## src/rtl/gate_sweep_capture_pkg.sv

```systemverilog
// Shared types and constants for the gate truth-table sweep block.
// Golden vectors are indexed by the stimulus index idx = {a, b}.
package gate_sweep_capture_pkg;

    typedef enum logic [1:0] {
        ST_IDLE   = 2'd0,
        ST_SETTLE = 2'd1,
        ST_SAMPLE = 2'd2,
        ST_DONE   = 2'd3
    } state_e;

    localparam int FIELD_W = 7;
    localparam int N_VEC   = 4;
    localparam int TABLE_W = FIELD_W * N_VEC;
    localparam int CNT_W   = 8;

    localparam int GATE_AND  = 0;
    localparam int GATE_OR   = 1;
    localparam int GATE_NOTA = 2;
    localparam int GATE_NAND = 3;
    localparam int GATE_NOR  = 4;
    localparam int GATE_XOR  = 5;
    localparam int GATE_XNOR = 6;

    localparam logic [FIELD_W-1:0] GOLDEN_V0 = 7'h5C;
    localparam logic [FIELD_W-1:0] GOLDEN_V1 = 7'h2E;
    localparam logic [FIELD_W-1:0] GOLDEN_V2 = 7'h2A;
    localparam logic [FIELD_W-1:0] GOLDEN_V3 = 7'h43;

    function automatic logic [FIELD_W-1:0] golden_vec(input logic [1:0] idx);
        logic [FIELD_W-1:0] v;
        case (idx)
            2'd0:    v = GOLDEN_V0;
            2'd1:    v = GOLDEN_V1;
            2'd2:    v = GOLDEN_V2;
            default: v = GOLDEN_V3;
        endcase
        return v;
    endfunction

endpackage

```

## src/rtl/gate_sweep_capture_if.sv

```systemverilog
// Signal bundle between the sweep controller (slave) and the gate stage /
// result consumer (master).
interface gate_sweep_capture_if;
    import gate_sweep_capture_pkg::*;

    logic                 start;
    logic                 a_out;
    logic                 b_out;
    logic [FIELD_W-1:0]   gate_in;
    logic [TABLE_W-1:0]   table_out;
    logic [FIELD_W-1:0]   mismatch;
    logic                 busy;
    logic                 done_valid;
    logic                 done_ready;

    modport master (
        output start, gate_in, done_ready,
        input  a_out, b_out, table_out, mismatch, busy, done_valid
    );

    modport slave (
        input  start, gate_in, done_ready,
        output a_out, b_out, table_out, mismatch, busy, done_valid
    );

endinterface

```

## src/rtl/gate_sweep_capture_timer.sv

```systemverilog
// Settle down-counter: load takes priority, otherwise counts down to 0 and
// stops; expired flags the last settle cycle (count == 1).
module sweep_settle_timer
    import gate_sweep_capture_pkg::*;
(
    input  logic             clk,
    input  logic             rst,
    input  logic             load,
    input  logic [CNT_W-1:0] value,
    output logic             expired
);

    logic [CNT_W-1:0] cnt_q, cnt_d;

    always_comb begin
        cnt_d = cnt_q;
        if (load) begin
            cnt_d = value;
        end else if (cnt_q != '0) begin
            cnt_d = cnt_q - 1'b1;
        end
    end

    always_ff @(posedge clk) begin
        if (rst) begin
            cnt_q <= '0;
        end else begin
            cnt_q <= cnt_d;
        end
    end

    assign expired = (cnt_q == CNT_W'(1));

endmodule

```

## src/rtl/gate_sweep_capture.sv

```systemverilog
// Drives all four {a,b} vectors into a logic-gate stage and captures its
// 7 outputs per vector. Per-gate golden checking is built only when
// GATE_SWEEP_CHECK_EN is defined; otherwise mismatch is tied to 0.
//
//  state     | meaning
//  ----------+-----------------------------------------------
//  ST_IDLE   | waiting for start, a/b held at 0
//  ST_SETTLE | a/b applied, waiting SETTLE_CYCLES for the stage
//  ST_SAMPLE | capture gate_in into field idx
//  ST_DONE   | result valid, waiting for done_ready
module gate_sweep_capture
    import gate_sweep_capture_pkg::*;
#(
    parameter int SETTLE_CYCLES = 1
) (
    input  logic                 clk,
    input  logic                 rst,
    gate_sweep_capture_if.slave  bus
);

    state_e             state_q, state_d;
    logic [1:0]         idx_q, idx_d;
    logic               a_q, a_d;
    logic               b_q, b_d;
    logic [TABLE_W-1:0] tab_q, tab_d;
    logic               tmr_load;
    logic               tmr_expired;
    logic [1:0]         idx_nxt;

`ifdef GATE_SWEEP_CHECK_EN
    logic [FIELD_W-1:0] mis_q, mis_d;
`endif

    sweep_settle_timer u_timer (
        .clk     (clk),
        .rst     (rst),
        .load    (tmr_load),
        .value   (CNT_W'(SETTLE_CYCLES)),
        .expired (tmr_expired)
    );

    assign idx_nxt = idx_q + 2'd1;

    always_comb begin
        state_d  = state_q;
        idx_d    = idx_q;
        a_d      = a_q;
        b_d      = b_q;
        tab_d    = tab_q;
        tmr_load = 1'b0;
`ifdef GATE_SWEEP_CHECK_EN
        mis_d    = mis_q;
`endif
        case (state_q)
            ST_IDLE: begin
                if (bus.start) begin
                    tab_d    = '0;
`ifdef GATE_SWEEP_CHECK_EN
                    mis_d    = '0;
`endif
                    idx_d    = 2'd0;
                    a_d      = 1'b0;
                    b_d      = 1'b0;
                    tmr_load = 1'b1;
                    state_d  = ST_SETTLE;
                end
            end
            ST_SETTLE: begin
                if (tmr_expired) begin
                    state_d = ST_SAMPLE;
                end
            end
            ST_SAMPLE: begin
                tab_d[idx_q*FIELD_W +: FIELD_W] = bus.gate_in;
`ifdef GATE_SWEEP_CHECK_EN
                mis_d = mis_q | (bus.gate_in ^ golden_vec(idx_q));
`endif
                if (idx_q == 2'd3) begin
                    // a/b return to 0 so the stage sees a quiet input while results wait
                    a_d     = 1'b0;
                    b_d     = 1'b0;
                    state_d = ST_DONE;
                end else begin
                    idx_d    = idx_nxt;
                    a_d      = idx_nxt[1];
                    b_d      = idx_nxt[0];
                    tmr_load = 1'b1;
                    state_d  = ST_SETTLE;
                end
            end
            ST_DONE: begin
                if (bus.done_ready) begin
                    state_d = ST_IDLE;
                end
            end
            default: state_d = ST_IDLE;
        endcase
    end

    always_ff @(posedge clk) begin
        if (rst) begin
            state_q <= ST_IDLE;
            idx_q   <= '0;
            a_q     <= 1'b0;
            b_q     <= 1'b0;
            tab_q   <= '0;
        end else begin
            state_q <= state_d;
            idx_q   <= idx_d;
            a_q     <= a_d;
            b_q     <= b_d;
            tab_q   <= tab_d;
        end
    end

`ifdef GATE_SWEEP_CHECK_EN
    always_ff @(posedge clk) begin
        if (rst) begin
            mis_q <= '0;
        end else begin
            mis_q <= mis_d;
        end
    end

    assign bus.mismatch = mis_q;
`else
    assign bus.mismatch = '0;
`endif

    assign bus.a_out      = a_q;
    assign bus.b_out      = b_q;
    assign bus.table_out  = tab_q;
    assign bus.busy       = (state_q != ST_IDLE);
    assign bus.done_valid = (state_q == ST_DONE);

endmodule
```

## src/flat_wrapper.sv

```systemverilog
// flat-port wrapper written by rule: the top's interface ports become plain ports
module gate_sweep_capture_flat import gate_sweep_capture_pkg::*;
#(
    parameter int SETTLE_CYCLES = 1
)
  (clk, rst, bus_start, bus_gate_in, bus_done_ready, bus_a_out, bus_b_out, bus_table_out, bus_mismatch, bus_busy, bus_done_valid);
  gate_sweep_capture_if bus_i ();
  input  logic clk;
  input  logic rst;
  input wire logic [$bits(bus_i.start)-1:0] bus_start;
  input wire logic [$bits(bus_i.gate_in)-1:0] bus_gate_in;
  input wire logic [$bits(bus_i.done_ready)-1:0] bus_done_ready;
  output wire logic [$bits(bus_i.a_out)-1:0] bus_a_out;
  output wire logic [$bits(bus_i.b_out)-1:0] bus_b_out;
  output wire logic [$bits(bus_i.table_out)-1:0] bus_table_out;
  output wire logic [$bits(bus_i.mismatch)-1:0] bus_mismatch;
  output wire logic [$bits(bus_i.busy)-1:0] bus_busy;
  output wire logic [$bits(bus_i.done_valid)-1:0] bus_done_valid;
  assign bus_i.start = bus_start;
  assign bus_i.gate_in = bus_gate_in;
  assign bus_i.done_ready = bus_done_ready;
  assign bus_a_out = bus_i.a_out;
  assign bus_b_out = bus_i.b_out;
  assign bus_table_out = bus_i.table_out;
  assign bus_mismatch = bus_i.mismatch;
  assign bus_busy = bus_i.busy;
  assign bus_done_valid = bus_i.done_valid;
  gate_sweep_capture #(.SETTLE_CYCLES(SETTLE_CYCLES)) u_core (.clk(clk), .rst(rst), .bus(bus_i));
endmodule
```

## config.mk

```make
export PLATFORM = sky130hd
export DESIGN_NAME = gate_sweep_capture_flat
export DESIGN_NICKNAME = d
export VERILOG_FILES = /design/src/rtl/gate_sweep_capture_pkg.sv /design/src/rtl/gate_sweep_capture_if.sv /design/src/rtl/gate_sweep_capture_timer.sv /design/src/rtl/gate_sweep_capture.sv /design/src/flat_wrapper.sv
export SDC_FILE = /design/constraint.sdc
export NUM_CORES = 1
export LEC_CHECK = 0
export ABC_AREA = 1
export BUFFER_PORTS_ARGS = -buffer_cell sky130_fd_sc_hd__buf_4
export CAP_MARGIN = 25
export CORE_MARGIN = 10
export CORE_UTILIZATION = 47
export CTS_CLUSTER_SIZE = 12
export DETAILED_ROUTE_END_ITERATION = 10
export PLACE_DENSITY = 0.75
export SKIP_CTS_REPAIR_TIMING = 1
export SLEW_MARGIN = 15
export SYNTH_ARGS = -nofsm -noshare
export SYNTH_HDL_FRONTEND = slang
export SYNTH_SLANG_ARGS = --single-unit
```

## constraint.sdc

```tcl
create_clock -name clk -period 1.95 [get_ports clk]
set_clock_uncertainty 0.15 [all_clocks]
set_input_delay 0.585 -clock clk [delete_from_list [all_inputs] [get_ports clk]]
set_output_delay 0.585 -clock clk [all_outputs]
set_load 0.01 [all_outputs]
```

Word-level counts from Yosys, hierarchy flattened --
Cells that the tools add are included.
Cells by class: add/sub/neg operators 3, multiply operators 1, eq/ne operators 9, shifts and indexed selects 2, multiplexer cells 21, reduce and logical (&&, ||, !) cells 9
Operators with widths (count):
- one-hot mux 28 bit (2 select lines) | 1
- negator 5 -> 34 bit | 1
- variable shift 7 x 34 -> 28 bit, first input constant | 1
- variable part select 7 x 34 -> 28 bit | 1
- bitwise mux 28 bit | 1
- 2-to-1 mux 28 bit | 1
- 2-to-1 mux 2 bit | 6
- equality test 8 x 1 -> 1 bit, second input constant | 1
- one-hot mux 2 bit (4 select lines) | 1
- nonzero test 8 bit | 1
- subtractor 8 x 1 -> 8 bit, second input constant | 1
- 2-to-1 mux 1 bit | 7
- equality test 2 bit, second input constant | 3
- != test 2 bit, second input constant | 3
- one-hot mux 1 bit (2 select lines) | 3
- AND reduction 3 bit | 2
- nonzero test 2 bit | 3
- multiplier 2 x 3 -> 5 bit, second input constant | 1
- one-hot mux 2 bit (2 select lines) | 1
- adder 2 x 1 -> 2 bit, second input constant | 1
- equality test 2 x 1 -> 1 bit, second input constant | 1
- zero test 2 bit | 1
- != test 2 x 1 -> 1 bit, second input constant | 1
- AND reduction 2 bit | 1
- OR reduction 2 bit | 1
Word-level totals: register bits 42, output and inout bits 39

Depth between registers and ports, before layout --
Gate-level depths: netlist of the first run.
word-level depth 5, gate-level depth with buffers 8, mapped depth without buffers 7

Cells and area by module --
Synthesis of the first run repeated with hierarchy kept, for this count alone.
Unflattened totals: cell total of the unflattened synthesis 326, area, all modules 2244.7 µm²
Modules (own cells, without submodules):
- gate_sweep_capture | instances 1, cells an instance 237, area each 1690.4 µm², sequential area each 680.7 µm²
- sweep_settle_timer | instances 1, cells an instance 89, area each 554.3 µm², sequential area each 160.2 µm²

Least setup slack after synthesis of the first run --
OpenSTA, ideal clock, no wires.
path type register to register, start register u_core.idx_q[0], end register u_core.tab_q[3], in the netlist u_core.bus.table_out[3], data arrival time 1.628 ns, required time 1.730 ns, slack 0.101 ns, stages on the path, launching flop included 7, buffers on the path 1, cells stage by stage dfxtp_1 -> inv_1 -> clkbuf_1 -> ha_1 -> nor2_1 -> nand3_1 -> a21oi_1
On the way: cells in the longest elaborated chain, start to end 5, elaborated cells on any way between the ends 6
Ends and longest elaborated chain:
- start: declaration | line gate_sweep_capture.sv:22 | logic [1:0] idx_q, idx_d;
- start signal: assignment | line gate_sweep_capture.sv:109 | idx_q <= idx_d;
- multiplier 2 x 3 -> 5 bit * | line gate_sweep_capture.sv:74 | tab_d[idx_q*FIELD_W +: FIELD_W] = bus.gate_in;
- negator 5 -> 34 bit * | line gate_sweep_capture.sv:74
- variable part select 7 x 34 -> 28 bit or variable shift 7 x 34 -> 28 bit (tied branches) | line gate_sweep_capture.sv:74
- bitwise mux 28 bit * | line gate_sweep_capture.sv:74
- one-hot mux 28 bit (2 select lines) * | line gate_sweep_capture.sv:54 | case (state_q)
- end signal: assignment | line gate_sweep_capture.sv:112 | tab_q <= tab_d;
- end: declaration | line gate_sweep_capture.sv:25 | logic [TABLE_W-1:0] tab_q, tab_d;
Every way passes the cells marked *; elsewhere a longest branch is shown, timed or not. A chain may end at the register's enable or synchronous reset.

Final worst setup path of the first run --
start register u_core.idx_q[1], end register u_core.tab_q[4], in the netlist u_core.bus.table_out[4]
The elaborated chain is that of the path after synthesis.

==> results of run 1 <==
[layer usage]
layer / up-vias / part of all wire, % / wire length [µm]
li1: 915 / - / -
met1: 781 / 43 / 1900
met2: 43 / 47 / 2090
met3: 6 / 8.8 / 389
met4: 0 / 1.2 / 51
met5: - / 0 / 0
[power by group through the flow]
| stage | clock network [mW] | logic (mW) | registers (mW) |
|---|---|---|---|
| floorplan | 0 | 0.572 | 1.01 |
| global placement | 0 | 0.727 | 1.01 |
| detailed placement | 0 | 0.737 | 1.01 |
| CTS | 0.676 | 0.743 | 0.994 |
| global route | 0.711 | 0.854 | 1.01 |
| finish | 0.660 | 0.737 | 0.995 |
[worst max-delay path by stage]
stage | startpoint | endpoint | depth (start not counted)
CTS | u_core.idx_q[1]$_SDFFE_PP0P_ | u_core.bus.table_out[3]$_SDFFE_PP0P_ | 5
global route | u_core.idx_q[1]$_SDFFE_PP0P_ | u_core.bus.table_out[2]$_SDFFE_PP0P_ | 5
detailed placement | u_core.idx_q[1]$_SDFFE_PP0P_ | u_core.bus.table_out[6]$_SDFFE_PP0P_ | 5
finish | u_core.idx_q[1]$_SDFFE_PP0P_ | u_core.bus.table_out[4]$_SDFFE_PP0P_ | 5
floorplan | u_core.idx_q[0]$_SDFFE_PP0P_ | u_core.bus.table_out[3]$_SDFFE_PP0P_ | 6
global placement | u_core.idx_q[1]$_SDFFE_PP0P_ | u_core.bus.table_out[2]$_SDFFE_PP0P_ | 5
[kinds of logic (layout without fill, tap and decap cells)]
group | count (synthesis) | after routing
other | 1 | 7
buffers and inverters | 33 | 74
adders and majority gates | 9 | 9
xor gates and xnor gates | 5 | 5
AOI/OAI and AO/OA | 42 | 42
DFF | 42 | 42
and+or+nand+nor | 127 | 127
[area by class of cell]
| cell class | instances | share of cell area, % |
|---|---|---|
| inverters | 21 | 3.33 |
| repair buffers | 45 | 14.3 |
| well taps | 50 | 2.65 |
| clock inverters | 1 | 1.27 |
| clock buffers | 7 | 3.23 |
| multi-input cells | 190 | 39.7 |
| flip-flops and latches | 42 | 35.6 |
[critical path, cell delays in order (launching register included)]
cell and delay (ps):
dfxtp_1 380, inv_1 110, ha_1 330, nor2_1 380, nand3_1 140, a21oi_1 150
[synth_stat cells (all sizes together)]
cell | n | area share (%)
nand2 | 75 | 15
dfxtp | 42 | 44
a21oi | 36 | 9.4
nor2 | 26 | 6.2
inv | 20 | 3.9
nand3 | 17 | 4.7
ha | 9 | 5.9
buf | 7 | 2.8
nand4 | 6 | 2.0
o21ai | 6 | 1.6
clkbuf | 5 | 0.98
xnor2 | 3 | 1.4
xor2 | 2 | 0.92
clkinv | 1 | 0.20
conb | 1 | 0.20
nand3b | 1 | 0.39
nor3 | 1 | 0.26
or2 | 1 | 0.33
[flip-flops by register name, summed over array words and instances (netlist names)]
signal                count
u_core.bus.table_out     28
u_core.u_timer.cnt_q      8
u_core.idx_q              2
u_core.state_q            2
u_core.bus.a_out          1
u_core.bus.b_out          1
[through the flow]
step / utilization (%) / hold WS, ps / worst slack [ps]
after detailed placement: 56.9 / 305 / 275
after CTS: 59.5 / 316 / 236
after floorplan: - / 307 / 101
final: 59.5 / 312 / 240
after global routing: 59.5 / 338 / 74.6
after global placement: 56.9 / 301 / 323
==> results.yml, run 1 <==
worst_setup_path:
  r2r_cells: 5
  setup.worst_path.end_class: "flop"
  critical_path.max_fanout: 7
  worstPathArrival_ps: 1780
  reg2reg_from: "u_core.idx_q[1]$_SDFFE_PP0P_"
  worstPathRequired_ps: 2020
  ff2ff_setup_slack_ps: 240
  crit_type: "reg -> reg"
  r2r-end: "u_core.bus.table_out[4]$_SDFFE_PP0P_"
  startpoint_type: "flop"
route:
  viasPerCell: 4.90
  wl_um: 4430
  antenna_left: 0
  drt-wirelength-per-cell_um: 12.4
  drc: 0
  drtIter0Drc: 100
  dr_total_vias: 1745
  firstDrtPassIters: 4
logic_synthesis:
  synth_compound_area_share_pct: 11.0
  synth_seq_cells: 42
  synth_top_family_by_area: "simple AND/OR/NAND/NOR gates"
  synth_area_um2: 1910
  synth_xor_area_share_pct: 2.30
  netlist_instances: 259
  yosys_warnings: 0
  synth_cell_types: 23
  synth_seq_area_share_pct: 44.1
  syn_area_per_cell_um2: 7.36
  synth-simple-area-share_pct: 28.6
  synth_adder_area_share_pct: 5.91
  synth.area.mux_share_pct: 0
clock_network:
  clk_path_buf_depth: 2
  cts_tree: "built"
  cts-htree-levels: 2
  path_clk_slew_ps: 80
  cts_buffers: 5
  clkLatencyLatePin_ps: 290
  clkSinkCount: 42
  clockRootBuffer: "clkbuf_8"
layout:
  diodes: 0
  ff_latch_area_um2: 841
  multi_input_area_um2: 938
  final_common_cell: "nand2_1"
  drive_gt1_share_pct: 20.3
  final_cell_mix: "nand2_1 (75), buf_4 (45), dfxtp_1 (42)"
  design_area_um2: 2360
  syn_to_final_growth_pct: 24.0
  fin_cells: 356
  final.fill_count: 395
  fin_nets: 325
placement:
  dp_cells: 348
  place.gp.congestion: 0.789
  port_buffers: 42
  hpwl_um: 3490
  place_area_um2: 2260
pwr:
  p_sw_share_pct: 34.1
  ir_drop_mv: 0.587
  total_power_mw: 2.39
  seqPwrFrac_pct: 41.6
  power.density_nw_per_um2: 1010
  p_int_mw: 1.58
  p_leak_nw: 1.04
  netSwitchingPower_mw: 0.814
  clockPowerShare_pct: 27.6
  pwr-share-comb_pct: 30.8
floorplanning:
  io_pins: 50
  die_h_um: 83.7
  start_util_pct: 48.0
  core_um2: 3970
  num_rows: 23
  die_w_um: 83.7
  die_area_um2: 7000
timing:
  fmax_ghz: 0.585
  fin_setup_tns_ps: 0
  finalCriticalPeriod_ps: 1710
  drv_slew: 0
  setup_violations: 0
  hold_viol: 0
  rsz0062_at_grt: "no"
  period_share_pct: 87.7
hold_path:
  min_to: "u_core.bus.table_out[26]$_SDFFE_PP0P_"
  whs_path_depth: 2
  hold_path.startpoint: "u_core.bus.table_out[26]$_SDFFE_PP0P_"
  hold_class: "reg -> reg"
grt:
  grt_busiest_layer: "met2"
  grtUsageMet3_pct: 5.66
  antenna_found_initial: 0
  grt_pass1_wl_um: 7760
  met2_usage_pct: 21.5
  grt_overflow: 0
  grt_max_degree: 23
  grtUsageMet1_pct: 14.1
  grt_usage_pct: 12.8
  grt_pass1_vias: 1768
run:
  maxCapViolations: 0
outcome:
  status: "finished, final reports clean"
Note: power is estimated with default switching activity, not from simulation.
==> run 2, diff against run 1 <==
CORE_UTILIZATION = 49   (was 47)
CTS_BUF_LIST = sky130_fd_sc_hd__clkbuf_8   (was unset)
PLACE_DENSITY = 0.78   (was 0.75)
SETUP_SLACK_MARGIN = 0.2   (was unset)
==> run 2 against run 1 <==
  * Wire length increased by 4.2%
  * Highest routed layer unchanged
  * Global-route usage about the same
  * Design area up 3.9%
  * Combinational power grew 7.5%
  * Sequential share of layout area fell by 1.1 points
  * Fmax about the same
==> results.yml, run 2 (same netlist as run 1, synthesis figures left out) <==
timing:
  rsz0062_at_grt: "yes"
  hold_viol: 0
  fmax_ghz: 0.585
  finalCriticalPeriod_ps: 1710
  setup_violations: 0
  drv_slew: 0
  fin_setup_tns_ps: 0
  period_share_pct: 87.7
worst_setup_path:
  path_cells: "clkinvlp_4 > ha_2 > clkinvlp_4 > nand2_1 > nor2_1 > nand2_1 > a21oi_1"
  slowest_stage: "dfxtp_4"
  crit_type: "reg -> reg"
  path_depth: 7
  worstPathRequired_ps: 2020
  reg2reg_from: "u_core.idx_q[0]$_SDFFE_PP0P_"
  r2r-end: "u_core.bus.table_out[26]$_SDFFE_PP0P_"
  slowest_delay_ps: 410
  ff2ff_setup_slack_ps: 240
  crit_start: "u_core.idx_q[0]$_SDFFE_PP0P_"
  worst-path-buf-inv: 2
  r2r_cells: 7
  worstPathArrival_ps: 1780
  startpoint_type: "flop"
  crit_end: "u_core.bus.table_out[26]$_SDFFE_PP0P_"
  cp_top_family: "flip-flops"
  critical_path.max_fanout: 10
  setup.worst_path.end_class: "flop"
layout:
  fin_nets: 331
  multi_input_area_um2: 968
  drive_gt1_share_pct: 25.6
  final_util_pct: 66.1
  final_cell_mix: "nand2_1 (74), buf_4 (50), dfxtp_1 (40)"
  final.fill_count: 335
  final_common_cell: "nand2_1"
  largest_reg_flops: 28
  syn_to_final_growth_pct: 28.8
  ff_latch_area_um2: 846
  diodes: 0
outcome:
  status: "finished, final reports clean"
pwr:
  netSwitchingPower_mw: 0.860
  p_leak_nw: 1.08
  power.density_nw_per_um2: 1010
  p_sw_share_pct: 34.8
  p_int_mw: 1.61
  ir_drop_mv: 0.590
  seqPwrFrac_pct: 40.4
  pwr-share-comb_pct: 32.1
  clockPowerShare_pct: 27.5
floorplanning:
  core_um2: 3720
  die_h_um: 82.4
  io_pins: 50
  num_rows: 22
  die_w_um: 82.4
  die_area_um2: 6790
  start_util_pct: 51.3
grt:
  grt_usage_pct: 12.8
  antenna_found_initial: 0
  grt_max_degree: 21
  grt_pass1_vias: 1578
  grt_overflow: 0
  grt_pass1_wl_um: 6980
route:
  drt-wirelength-per-cell_um: 12.8
  drc: 0
  antenna_left: 0
  viasPerCell: 4.98
  dr_total_vias: 1792
  firstDrtPassIters: 4
  wl_um: 4610
  drtIter0Drc: 70
clock_network:
  cts_buffers: 5
  cts-htree-levels: 2
  cts_tree: "built"
  clk_path_buf_depth: 2
  path_clk_slew_ps: 80
  clockRootBuffer: "clkbuf_8"
  clkLatencyLatePin_ps: 300
  clkSinkCount: 42
hold_path:
  hold_class: "reg -> reg"
placement:
  port_buffers: 42
  place.gp.congestion: 0.810
  hpwl_um: 3520
run:
  maxCapViolations: 0
==> run 2: changes by cell type in the layout (fill, tap and decap cells not counted), moves of 2 or more <==
| cell | previous run | this run |
|---|---|---|
| buf_4 | 45 | 50 |
| clkinvlp_4 | 0 | 2 |
| nor2_2 | 5 | 7 |
| clkinv_2 | 0 | 2 |
| dfxtp_1 | 42 | 40 |
| clkbuf_1 | 2 | 0 |
| nor2_1 | 20 | 17 |
| ha_1 | 9 | 7 |
==> run 2: cell type report <==
type	instances	area share, %
multi-input combinational	190	39.4
clock buffer	5	2.80
tap	48	2.45
timing repair buffer	51	15.7
clock inverter	3	1.63
sequential	42	34.4
inverter	21	3.52
==> run 2: worst min-delay path by stage <==
| stage | start | to | depth (start not counted) |
|---|---|---|---|
| 2_1_floorplan | u_core.u_timer.cnt_q[3]$_SDFFE_PP0P_ | u_core.u_timer.cnt_q[3]$_SDFFE_PP0P_ | 2 |
| 3_3_place_gp | u_core.bus.table_out[21]$_SDFFE_PP0P_ | u_core.bus.table_out[21]$_SDFFE_PP0P_ | 2 |
| 3_5_place_dp | u_core.bus.table_out[12]$_SDFFE_PP0P_ | u_core.bus.table_out[12]$_SDFFE_PP0P_ | 2 |
| 4_1_cts | u_core.bus.table_out[12]$_SDFFE_PP0P_ | u_core.bus.table_out[12]$_SDFFE_PP0P_ | 2 |
| 5_1_grt | u_core.bus.table_out[17]$_SDFFE_PP0P_ | u_core.bus.table_out[17]$_SDFFE_PP0P_ | 2 |
| 6_report | u_core.bus.table_out[12]$_SDFFE_PP0P_ | u_core.bus.table_out[12]$_SDFFE_PP0P_ | 2 |
==> run 2: metal layers <==
metal	GRT usage, %	wire, µm
met1	15.2	1870
met2	21.4	2290
met3	3.89	390
met4	4.76	56
met5	0	0
==> run 2: power by group through the flow <==
stage | Clock [mW] | Combinational [mW] | Sequential [mW]
4_1_cts | 0.681 | 0.740 | 0.998
6_report | 0.680 | 0.792 | 0.998
3_5_place_dp | 0 | 0.734 | 1.02
3_3_place_gp | 0 | 0.726 | 1.01
5_1_grt | 0.714 | 0.907 | 1.01
2_1_floorplan | 0 | 0.576 | 1.01
==> run 2: tightest hold or removal path, cell delays in order (launching register included) <==
cell and delay (ps):
dfxtp_1 310, nand2_1 60, a21oi_1 50
==> run 2: through the flow <==
step,cells,setup slack [ps],hold WS (ps),area (µm²),power [mW]
final,360,240,315,2460,2.47
after global routing,360,142,334,2460,2.63
after CTS,353,160,316,2360,2.42
after detailed placement,345,180,304,2250,1.75
after global placement,345,257,301,2250,1.74
after floorplan,265,203,307,1930,1.58
